File: src/rtl/mc_decn_cnt_pkg.sv
// Shared constants and FSM encoding for the split-borrow timing down-counter.
package mc_decn_cnt_pkg;

    localparam int DECN_WIDTH = 16;

    typedef enum logic {
        DECN_IDLE = 1'b0,
        DECN_RUN  = 1'b1
    } decn_state_e;

endpackage

File: src/rtl/mc_decn_half.sv
// Registered half-width decrementer: subtracts borrow-in per enabled cycle and
// registers the borrow it produces so the next half sees it one cycle later.
module mc_decn_half #(
    parameter int W = 8
) (
    input  logic         clk,
    input  logic         rst,
    input  logic         ld,
    input  logic [W-1:0] ld_val,
    input  logic         en,
    input  logic         bin,
    output logic [W-1:0] q,
    output logic         bout
);

    // Load overrides stepping; a disabled cycle holds value and pending borrow.
    always_ff @(posedge clk or posedge rst) begin
        if (rst) begin
            q    <= '0;
            bout <= 1'b0;
        end else if (ld) begin
            q    <= ld_val;
            bout <= 1'b0;
        end else if (en) begin
            q    <= q - W'(bin);
            bout <= bin && (q == '0);
        end
    end

endmodule

File: src/rtl/mc_decn_cnt.sv
// Loadable pipelined down-counter with start/busy/done handshake and optional
// periodic auto-reload; the lower-half borrow reaches the upper half a cycle late.
module mc_decn_cnt
    import mc_decn_cnt_pkg::*;
#(
    parameter int WIDTH  = DECN_WIDTH,
    parameter int CENTER = WIDTH / 2
) (
    input  logic             clk,
    input  logic             rst,
    input  logic             ld,
    input  logic [WIDTH-1:0] ld_val,
    input  logic             rld_mode,
    input  logic             dec_en,
    output logic             busy,
    output logic             zero,
    output logic             done,
    output logic [WIDTH-1:0] cnt
);

    localparam int HW = WIDTH - CENTER;

    decn_state_e         state;
    decn_state_e         state_nx;
    logic [CENTER-1:0]   lo;
    logic [HW-1:0]       hi;
    logic                bpend;
    logic                hi_wrap;
    logic [WIDTH-1:0]    rld;
    logic                done_r;
    logic                done_nx;
    logic                step;
    logic                dec_now;
    logic                reload_now;
    logic                at_one;
    logic                half_ld;
    logic [WIDTH-1:0]    half_val;

    // A hi wrap is unreachable; it is folded into zero so a corrupted count never reads as expired.
    assign zero   = (lo == '0) && (hi == '0) && !bpend && !hi_wrap;
    assign at_one = (lo == CENTER'(1)) && (hi == '0) && !bpend;
    assign step       = (state == DECN_RUN) && dec_en && !ld;
    assign dec_now    = step && !zero;
    assign reload_now = step && zero;
    assign half_ld    = ld || reload_now;
    assign half_val   = ld ? ld_val : rld;

    assign cnt  = {hi - HW'(bpend), lo};
    assign busy = (state == DECN_RUN);
    assign done = done_r;

    mc_decn_half #(.W(CENTER)) u_lo (
        .clk    (clk),
        .rst    (rst),
        .ld     (half_ld),
        .ld_val (half_val[CENTER-1:0]),
        .en     (dec_now),
        .bin    (1'b1),
        .q      (lo),
        .bout   (bpend)
    );

    mc_decn_half #(.W(HW)) u_hi (
        .clk    (clk),
        .rst    (rst),
        .ld     (half_ld),
        .ld_val (half_val[WIDTH-1:CENTER]),
        .en     (dec_now),
        .bin    (bpend),
        .q      (hi),
        .bout   (hi_wrap)
    );

    // Reload value is captured only by an explicit load.
    always_ff @(posedge clk or posedge rst) begin
        if (rst) begin
            rld <= '0;
        end else if (ld) begin
            rld <= ld_val;
        end
    end

    // FSM state and registered done pulse.
    always_ff @(posedge clk or posedge rst) begin
        if (rst) begin
            state  <= DECN_IDLE;
            done_r <= 1'b0;
        end else begin
            state  <= state_nx;
            done_r <= done_nx;
        end
    end

    // Next state: load wins; the terminal step pulses done and either stops or arms a reload.
    always_comb begin
        state_nx = state;
        done_nx  = 1'b0;
        if (ld) begin
            if (ld_val != '0) begin
                state_nx = DECN_RUN;
            end else begin
                state_nx = DECN_IDLE;
                done_nx  = 1'b1;
            end
        end else begin
            case (state)
                DECN_RUN: begin
                    if (reload_now) begin
                        state_nx = (rld != '0) ? DECN_RUN : DECN_IDLE;
                    end else if (dec_now && at_one) begin
                        done_nx = 1'b1;
                        if (!rld_mode || (rld == '0)) begin
                            state_nx = DECN_IDLE;
                        end else begin
                            state_nx = DECN_RUN;
                        end
                    end else begin
                        state_nx = DECN_RUN;
                    end
                end
                DECN_IDLE: begin
                    state_nx = DECN_IDLE;
                end
                default: begin
                    state_nx = DECN_IDLE;
                end
            endcase
        end
    end

endmodule
File: config.mk
export PLATFORM = sky130hd
export DESIGN_NAME = mc_decn_cnt
export DESIGN_NICKNAME = d
export VERILOG_FILES = /design/src/rtl/mc_decn_cnt_pkg.sv /design/src/rtl/mc_decn_half.sv /design/src/rtl/mc_decn_cnt.sv
export SDC_FILE = /design/constraint.sdc
export NUM_CORES = 1
export LEC_CHECK = 0
export BUFFER_PORTS_ARGS = -buffer_cell sky130_fd_sc_hd__buf_2
export CAP_MARGIN = 10
export CORE_MARGIN = 2
export CORE_UTILIZATION = 55
export CTS_BUF_LIST = sky130_fd_sc_hd__clkbuf_4 sky130_fd_sc_hd__clkbuf_8 sky130_fd_sc_hd__clkbuf_16
export CTS_CLUSTER_DIAMETER = 200
export CTS_CLUSTER_SIZE = 30
export DETAILED_ROUTE_END_ITERATION = 10
export GPL_TIMING_DRIVEN = 0
export PLACE_DENSITY = 0.9
export SLEW_MARGIN = 10
export SYNTH_ARGS = -nofsm -noshare
export SYNTH_HDL_FRONTEND = slang
export SYNTH_HIERARCHICAL = 1
export SYNTH_SLANG_ARGS = --single-unit
File: constraint.sdc
create_clock -name clk -period 2.45 [get_ports clk]
set_clock_uncertainty 0.15 [all_clocks]
set_input_delay 0.3675 -clock clk [delete_from_list [all_inputs] [get_ports clk]]
set_output_delay 0.3675 -clock clk [all_outputs]
set_load 0.03 [all_outputs]
==> flow_metrics.py <==
metrics = {
    "setup_path": {
        "crit_arrival_ps": 1960,
        "critPathMostFrequentCell": "buf_4",
        "startpoint_type": "flop",
        "crit_chain": "buf_4 -> or4_4 -> nor3_4 -> xor2_1 -> buf_4",
        "worstPathBufferInverterCount": 2,
        "crit_path_end_kind": "output port",
        "crit_cells": 5,
        "slowest_stage": "or4_4",
        "critPathKind": "reg -> out",
        "cp_data_required_time_ps": 1930,
        "crit_family": "simple AND/OR/NAND/NOR gates",
        "max_stage_delay_ps": 560,
        "worstPathMaxFanout": 6,
        "r2r_cells": 8,
    },
    "cts": {
        "clk_latency_ps": 290,
        "clk_path_buf_depth": 2,
        "path_clk_slew_ps": 70,
        "cts-root-buf": "clkbuf_8",
        "h-tree-depth": 2,
        "numClockSinks": 36,
        "cts_inserted_buffers": 5,
        "cts_tree": "done",
    },
    "routing": {
        "drt_pass1_iterations": 5,
        "wl_per_cell_um": 19.3,
        "dr.max_layer_used": "met4",
        "wl_met2_mm": 2.96,
        "viasPerCell": 6.14,
        "drc": 0,
        "met3_length_um": 449,
        "drt-met1-wl_mm": 2.40,
        "wl_mm": 6.05,
        "vias": 1922,
        "drtIter0Drc": 180,
        "drtAntennaViolNets": 0,
    },
    "worst_hold_path": {
        "hold_class": "in -> reg",
        "hold_depth": 2,
    },
    "timing": {
        "worstMarginPinSlew_ps": 677,
        "fin_crit_ps": 2480,
        "finalHoldViolations": 0,
        "fin_crit_sh": 1.01,
        "rsz0062_at_grt": "true",
        "setup_viol": 1,
        "max-slew-margin-rel": 0.548,
        "max_freq_ghz": 0.404,
        "finalSetupTns_ps": -25.3,
        "finalMaxSlewViolations": 0,
        "setup_ws_ps": -25.3,
    },
    "power_and_ir_drop": {
        "p_clk_frac": 0.332,
        "intPower_mw": 1.18,
        "switching_share": 0.316,
        "powerDensity_nw_per_um2": 647,
        "combPwrFrac": 0.233,
        "pwr-share-seq": 0.434,
        "power_leakage_nw": 1.20,
        "vdd_drop_max_mv": 0.363,
        "p_switching_mw": 0.547,
    },
    "cells_and_area": {
        "layout-area-overhead-vs-synth_pct": 29.0,
        "drive_gt1_frac": 0.419,
        "final_nets": 293,
        "final_area_um2": 2680,
        "diodes": 0,
        "final_cell_mix": "40 x buf_2, 27 x dfrtp_1, 25 x nand2_1",
        "layout_commonest_cell": "buf_2",
    },
    "placement": {
        "hpwlAfterDp_mm": 3.60,
        "gp_congestion": 0.851,
        "place_area_um2": 2360,
        "io_buffers": 39,
    },
    "yosys": {
        "synth_seq_area_share": 0.434,
        "syn_inst": 203,
        "synth-edff-count": 0,
        "synth-seq-cells": 36,
        "synth.avg_cell_area_um2": 10.2,
        "synth_ff_type": "dfrtp_1",
        "async_reset_ff_frac": 1.00,
        "synth.distinct_cells": 43,
        "netlist_area_um2": 2080,
        "ys_warn_count": 6,
    },
    "global_route": {
        "grt_antenna_before_repair": 0,
        "grt_pass1_wl_mm": 8.43,
        "grt_max_degree": 19,
        "grt_usage": 0.265,
        "grt_pass1_vias": 1753,
        "gr-total-overflow": 0,
    },
    "status": {
        "status": "complete, but fails checks",
        "violations": "negative setup slack",
    },
    "floorplanning": {
        "num_rows": 22,
        "dieHeight_um": 65.4,
        "initial_core_util": 0.571,
        "core_area_um2": 3630,
        "die_w_um": 65.4,
        "die_area_um2": 4280,
        "num_io_pins": 40,
    },
    "run": {
        "drv_cap": 0,
    },
}
==> flip-flops by register name, indices dropped and copies added, names as in the netlist <==
register   flops
u_lo/bout      1
u_hi/q         8
done           1
busy           1
u_hi/bout      1
rld           16
u_lo/q         8
==> routing by layer <==
layer,up-vias,track usage
met1,925,0.331
met4,0,0.128
met2,118,0.448
li1,852,-
met5,-,0
met3,27,0.0394
==> cells by family after synthesis <==
group	count (synthesis)	synth area share
flops	36	0.434
compound gates	27	0.0778
fa+ha+maj	8	0.0482
buf+inv	21	0.0392
xor+xnor	12	0.0506
mux	17	0.0916
other cells	1	0.00181
simple gates	81	0.257
==> synthesized netlist by cell type, types with 2 or more instances <==
library cell / n / area share
and4bb_2: 4 / 0.024
buf_2: 2 / 0.0048
clkbuf_1: 5 / 0.0090
dfrtp_1: 36 / 0.43
ha_1: 8 / 0.048
inv_1: 14 / 0.025
mux2_2: 16 / 0.087
nand2_1: 25 / 0.045
nand2b_1: 2 / 0.0060
nand3_1: 5 / 0.012
nand3b_1: 2 / 0.0072
nor2_1: 5 / 0.0090
nor2b_1: 6 / 0.018
nor3_2: 2 / 0.0096
nor4_1: 9 / 0.027
nor4_2: 2 / 0.012
o21ai_0: 17 / 0.041
o31ai_1: 2 / 0.0072
or4_1: 4 / 0.014
or4_4: 3 / 0.016
or4bb_1: 2 / 0.011
xnor2_1: 7 / 0.030
xor2_1: 5 / 0.021
==> per-stage QoR <==
| step | power [mW] | setup slack (ps) | cells | util | hold slack [ps] |
|---|---|---|---|---|---|
| final | 1.73 | -25.3 | 313 | 0.737 | 200 |
| after global routing | 1.79 | -86.4 | 313 | 0.737 | 196 |
| after CTS | 1.67 | 6.29 | 305 | 0.705 | 197 |
| after detailed placement | 1.08 | -167 | 292 | 0.649 | 217 |
| after global placement | 1.07 | -84.7 | 292 | 0.649 | 223 |
| after floorplan | 0.972 | 4.42 | 205 | - | 45.1 |
==> path summary, 6_finish.rpt <==
| path | startpoint | to | slack (ps) |
|---|---|---|---|
| max in group asynchronous | rst | rld[4] | 1120 |
| hold reg to reg | rld[11] | rld[11] | 380 |
| setup reg to reg | u_hi/q[2] | u_lo/q[5] | 70 |
| min in group asynchronous | rst | u_hi/q[1] | 470 |
| setup / recovery | u_hi/q[2] | cnt[15] | -30 |
| hold / removal | ld_val[11] | rld[11] | 200 |
==> timing repair <==
action / 4_1_cts / 5_1_grt
hold buffers: 1 / 0
endpoints found under the hold margin: 18 / 0
setup endpoints to repair: 19 / 15
setup buffers: 4 / 8
pin swaps: 3 / 6
gates resized for setup: 10 / 25
==> power groups by stage <==
stage	registers (mW)	clock network (mW)	logic [mW]
final	0.752	0.575	0.404
after global routing	0.760	0.598	0.433
after CTS	0.742	0.569	0.362
after detailed placement	0.752	0	0.332
after global placement	0.750	0	0.323
after floorplan	0.765	0	0.207
==> layout make-up <==
type	count	area (um2)
multi-input combinational	148	1180
fill	228	956
sequential	36	912
timing repair buffer	52	304
clock buffer	7	96.3
tap	48	60.1
inverter	14	52.6
buffer	7	45.0
clock inverter	1	30.0
No activity file was read; power rests on OpenSTA's default activity.
